`src/rtl/cd4b_sync_pkg.sv`:
```
// ============================================================================
//  Module   : cd4b_sync_pkg
//  Purpose  : Shared control-priority codes and load-clamp helper for the
//             cd4b_sync descending counter.
//  Revision : 1.0 - initial release
// ============================================================================
`default_nettype none

package cd4b_sync_pkg;

    // Per-edge control selection, in decreasing priority order.
    localparam logic [2:0] SEL_CLR  = 3'd0;
    localparam logic [2:0] SEL_PR   = 3'd1;
    localparam logic [2:0] SEL_LD   = 3'd2;
    localparam logic [2:0] SEL_DEC  = 3'd3;
    localparam logic [2:0] SEL_HOLD = 3'd4;

    // Out-of-range load values saturate to the top of the count range.
    function automatic logic [31:0] clamp_load(input logic [31:0] d,
                                               input logic [31:0] modulus);
        return (d < modulus) ? d : (modulus - 32'd1);
    endfunction

endpackage

`default_nettype wire

```
`src/rtl/cd4b_sync_tff.sv`:
```
// ============================================================================
//  Module   : cd4b_sync_tff
//  Purpose  : T flip-flop cell (tff_sync) with synchronous active-low clear
//             and preset plus a parallel-load override.
//  Revision : 1.0 - initial release
// ============================================================================
`default_nettype none

module cd4b_sync_tff (
    input  logic clk,
    input  logic clr_n,
    input  logic pr_n,
    input  logic ld,
    input  logic d,
    input  logic t,
    output logic q
);

    logic r_q;

    always_ff @(posedge clk) begin
        if (!clr_n) begin
            r_q <= 1'b0;
        end else if (!pr_n) begin
            r_q <= 1'b1;
        end else if (ld) begin
            r_q <= d;
        end else if (t) begin
            r_q <= ~r_q;
        end
    end

    assign q = r_q;

endmodule

`default_nettype wire

```
`src/rtl/cd4b_sync.sv`:
```
// ============================================================================
//  Module   : cd4b_sync
//  Purpose  : Synchronous modulo-MODULUS down counter with clear, preset,
//             parallel load, borrow-out and sticky underflow flag.
//             CD4B_AUTOSTOP_EN selects one-shot mode (stop at zero).
//  Revision : 1.0 - initial release
// ============================================================================
`default_nettype none

module cd4b_sync
    import cd4b_sync_pkg::*;
#(
    parameter int WIDTH   = 4,
    parameter int MODULUS = 16
) (
    input  logic             clk,
    input  logic             CLR,
    input  logic             PR,
    input  logic             T,
    input  logic             LD,
    input  logic [WIDTH-1:0] D,
    output logic [WIDTH-1:0] Q,
    output logic             BO,
    output logic             ZERO,
    output logic             UF
);

    localparam logic [WIDTH-1:0] c_top = WIDTH'(MODULUS - 1);

    logic [2:0]       w_sel;
    logic             w_zero;
    logic             w_dec;
    logic             w_wrap;
    logic             w_load;
    logic [WIDTH-1:0] w_load_val;
    logic [WIDTH-1:0] w_low_zero;
    logic [WIDTH-1:0] w_pr_n;
    logic             r_uf;

    always_comb begin
        w_sel      = SEL_HOLD;
        w_zero     = (Q == '0);
        w_dec      = 1'b0;
        w_wrap     = 1'b0;
        w_load     = 1'b0;
        w_load_val = c_top;

        if (!CLR) begin
            w_sel = SEL_CLR;
        end else if (!PR) begin
            w_sel = SEL_PR;
        end else if (LD) begin
            w_sel = SEL_LD;
        end else if (T) begin
            w_sel = SEL_DEC;
        end

        // Zero is never decremented through the toggle chain: it either
        // reloads the top value or holds, depending on the build.
        w_dec = (w_sel == SEL_DEC) && !w_zero;
`ifdef CD4B_AUTOSTOP_EN
        w_wrap = 1'b0;
`else
        w_wrap = (w_sel == SEL_DEC) && w_zero;
`endif
        w_load = (w_sel == SEL_PR) || (w_sel == SEL_LD) || w_wrap;
        if (w_sel == SEL_LD) begin
            w_load_val = WIDTH'(clamp_load(32'(D), 32'(MODULUS)));
        end
    end

    for (genvar i = 0; i < WIDTH; i++) begin : g_bit
        if (i == 0) begin : g_lsb
            assign w_low_zero[i] = 1'b1;
        end else begin : g_upper
            assign w_low_zero[i] = (Q[i-1:0] == '0);
        end

        // Cells whose preset bit is 0 take the preset through the load path.
        assign w_pr_n[i] = c_top[i] ? PR : 1'b1;

        cd4b_sync_tff u_tff (
            .clk   (clk),
            .clr_n (CLR),
            .pr_n  (w_pr_n[i]),
            .ld    (w_load),
            .d     (w_load_val[i]),
            .t     (w_dec & w_low_zero[i]),
            .q     (Q[i])
        );
    end

    always_ff @(posedge clk) begin
        if (!CLR) begin
            r_uf <= 1'b0;
        end else if ((w_sel == SEL_DEC) && w_zero) begin
            r_uf <= 1'b1;
        end
    end

    assign ZERO = w_zero;
    assign UF   = r_uf;
    assign BO   = w_wrap;

endmodule

`default_nettype wire

```
`config.mk`:
```
export PLATFORM = sky130hd
export DESIGN_NAME = cd4b_sync
export DESIGN_NICKNAME = d
export VERILOG_FILES = /design/src/rtl/cd4b_sync_pkg.sv /design/src/rtl/cd4b_sync_tff.sv /design/src/rtl/cd4b_sync.sv
export SDC_FILE = /design/constraint.sdc
export NUM_CORES = 1
export LEC_CHECK = 0
export CAP_MARGIN = 15
export CORE_AREA = 8 8 45 47
export CTS_CLUSTER_SIZE = 20
export DETAILED_ROUTE_END_ITERATION = 8
export DIE_AREA = 0 0 53 55
export SYNTH_ARGS = -nofsm -noshare
export SYNTH_HDL_FRONTEND = slang
export SYNTH_SLANG_ARGS = --single-unit
```
`constraint.sdc`:
```
create_clock -name clk -period 1.2 [get_ports clk]
set_input_delay 0.24 -clock clk [delete_from_list [all_inputs] [get_ports clk]]
set_output_delay 0.24 -clock clk [all_outputs]
set_load 0.005 [all_outputs]
```
==> impl_metrics.py <==
metrics = {
    "global_routing": {
        "grt_max_degree": 7,
        "first_global_vias": 365,
        "grt_first_pass_wirelength_mm": 1.58,
        "grt_overflow": 0,
        "gr-usage-all-layers_pct": 7.77,
        "antenna_found_initial": 0,
    },
    "critical_path": {
        "end_kind": "output port",
        "crit_slowest_cell": "dfxtp_2",
        "start_kind": "flip-flop",
        "reg2regPathDepth": 5,
        "cp_cell_sequence": "nor3_4 > nand3_2 > nor3_2 > buf_2",
        "worst-path-max-fanout": 2,
        "worst-setup-path-type": "reg -> out",
        "max_stage_delay_ps": 330,
        "worstPathRequired_ps": 960,
        "crit_arrival_ps": 1120,
    },
    "final_layout": {
        "multiInputGateArea_sq_um": 214,
        "nFillCells": 140,
        "design_area_sq_um": 601,
        "antenna_cells": 0,
        "syn_to_final_growth_pct": 88.2,
        "final_util_pct": 43.4,
        "layout.area.seq_sq_um": 105,
        "drive_above_1_share_pct": 50.8,
        "final_nets": 71,
    },
    "clocking": {
        "numCtsBuffers": 3,
        "cts_tree": "done",
        "clk_latency_ps": 250,
        "h-tree-depth": 1,
        "clk_path_buf_depth": 2,
        "cts-root-buf": "clkbuf_4",
        "clkTransAtPathRegs_ps": 40,
        "clock_sinks": 5,
        "cts_hold_buf": 0,
    },
    "sta": {
        "max_freq_ghz": 0.738,
        "hold_slack_ps": 396,
        "maxSlewHeadroom_pct": 86.8,
        "worst_pin_slew_ps": 196,
        "hold_viol": 0,
        "post-route-min-period_ps": 1360,
        "setup_viol": 2,
        "setup-tns-final_ps": -262,
        "clock_skew_ps": 2.63,
        "worst_slack_ps": -156,
        "rsz0062_at_grt": "true",
        "slew_viol_final": 0,
        "fin_crit_sh_pct": 113,
    },
    "routing": {
        "vias_per_cell": 4.40,
        "drc_errors": 0,
        "dr.pass1.iters": 3,
        "vias": 339,
        "wl_um": 902,
        "routedWlPerCell_um": 11.7,
        "antenna_left": 0,
        "initialDrtViolationCount": 1,
    },
    "placed_design": {
        "dpl_worst_slack_ps": -647,
        "placed_area_sq_um": 527,
        "place_hpwl_um": 713,
        "portBuffers": 15,
        "globalplace.congestion": 0.722,
    },
    "die": {
        "num_rows": 14,
        "io_pins": 16,
        "die_w_um": 53,
        "core_area_sq_um": 1380,
        "die_area_sq_um": 2920,
        "dieHeight_um": 55,
        "initial_utilization_pct": 23.1,
    },
    "power": {
        "p_clk_share_pct": 35.3,
        "p_comb_share_pct": 29.9,
        "power_frac_seq_pct": 34.8,
        "p_leak_uw": 0.000279,
        "power.switching_uw": 148,
        "peakVddDrop_v": 0.000378,
        "swShare_pct": 26.5,
        "powerDensity_nw_per_um2": 932,
        "p_int_uw": 411,
    },
    "yosys": {
        "synthesis.nets": 43,
        "syn_area_per_cell_sq_um": 9.38,
        "syn_inst": 34,
        "ys_seq_area_share_pct": 31.4,
        "synthDistinctLibCells": 22,
        "syn_area_sq_um": 319,
        "ys_warn_count": 0,
        "synth-seq-cells": 5,
    },
    "run": {
        "maxCapViolCount": 0,
    },
    "run_status": {
        "violations": "setup timing",
        "status": "complete, but fails checks",
    },
    "min_path": {
        "hp-class": "in -> reg",
        "worstHoldPathCells": 3,
    },
}
## cells by family after synthesis
family	Yosys count	synth area share, %
compound gates	8	18.0
xor+xnor	3	8.24
buf+inv	4	9.41
flops	5	31.4
mux	1	3.14
simple gates	13	29.8
## metrics by stage
step | instances | total power (uW)
floorplan | 34 | 259
global placement | 70 | 346
detailed placement | 70 | 347
CTS | 76 | 565
global route | 77 | 590
finish | 77 | 560
## layout make-up
class	instances	share of cell area, %
flip-flops and latches	5	17.5
clock buffers	4	4.38
repair buffers	27	39.2
multi-input cells	25	35.6
well taps	16	3.33
## layout by cell type, fill, tap and decap left out, types with 2 or more instances in the layout
cell             netlist  layout
buf_4                  4      10
clkdlybuf4s50_1        0       5
dfxtp_2                0       4
o21ai_0                3       3
clkbuf_4               0       3
clkdlybuf4s15_1        0       3
nand2_1                2       2
xnor2_1                2       2
a21oi_1                2       2
dlymetal6s2s_1         0       2
dlygate4sd2_1          0       2
buf_2                  0       2
buf_6                  0       2
## metal layers
layer	GRT usage [%]	part of all wire, %
met5	0	0
met4	10.3	4.8
met3	2.14	6.8
met2	11.7	46
met1	7.62	42
## synthesized netlist by cell type
cell	n	share of area [%]
a211oi_2	1	3.9
a21boi_0	1	2.4
a21oi_1	2	3.1
and2b_1	1	2.4
and3b_1	1	2.7
and4_4	1	3.5
buf_4	4	9.4
dfxtp_1	5	31
mux2i_1	1	3.1
nand2_1	2	2.4
nand2b_1	1	2.0
nand3_2	1	3.1
nor2_1	1	1.2
nor2b_1	1	2.0
nor3_1	1	1.6
nor3_2	1	3.1
nor3b_2	1	3.9
nor4_1	1	2.0
o21ai_0	3	4.7
o31ai_2	1	3.9
xnor2_1	2	5.5
xor2_1	1	2.7
## worst max-delay path, delay by kind of cell (launching register included)
| family | cells | cell delay (ps) |
|---|---|---|
| simple gates | 3 | 420 |
| buf+inv | 1 | 130 |
| flops | 1 | 330 |
## power groups by stage
| stage | combinational [uW] | clock (uW) | sequential [uW] |
|---|---|---|---|
| floorplan | 61.0 | 0 | 198 |
| global placement | 155 | 0 | 190 |
| detailed placement | 157 | 0 | 191 |
| CTS | 163 | 208 | 195 |
| global route | 183 | 211 | 196 |
| finish | 167 | 197 | 195 |
## path summary, 6_finish.rpt
kind	startpoint	slack, ps	endpoint
setup / recovery	g_bit[2].u_tff.q	-160	BO
hold / removal	PR	400	g_bit[0].u_tff.q
setup reg to reg	g_bit[0].u_tff.q	80	g_bit[2].u_tff.q
hold reg to reg	UF	450	UF
## state kept, by name, indices dropped and copies added, names as in the netlist
name / cells
UF: 1
g_bit.u_tff.q: 4
## repair_timing
action	CTS	global route
resized for setup	26	5
hold endpoints to repair	0	0
setup buffers	2	1
pin swaps	4	2
setup endpoints to repair	7	5
Note: power is estimated with default switching activity, not from simulation.
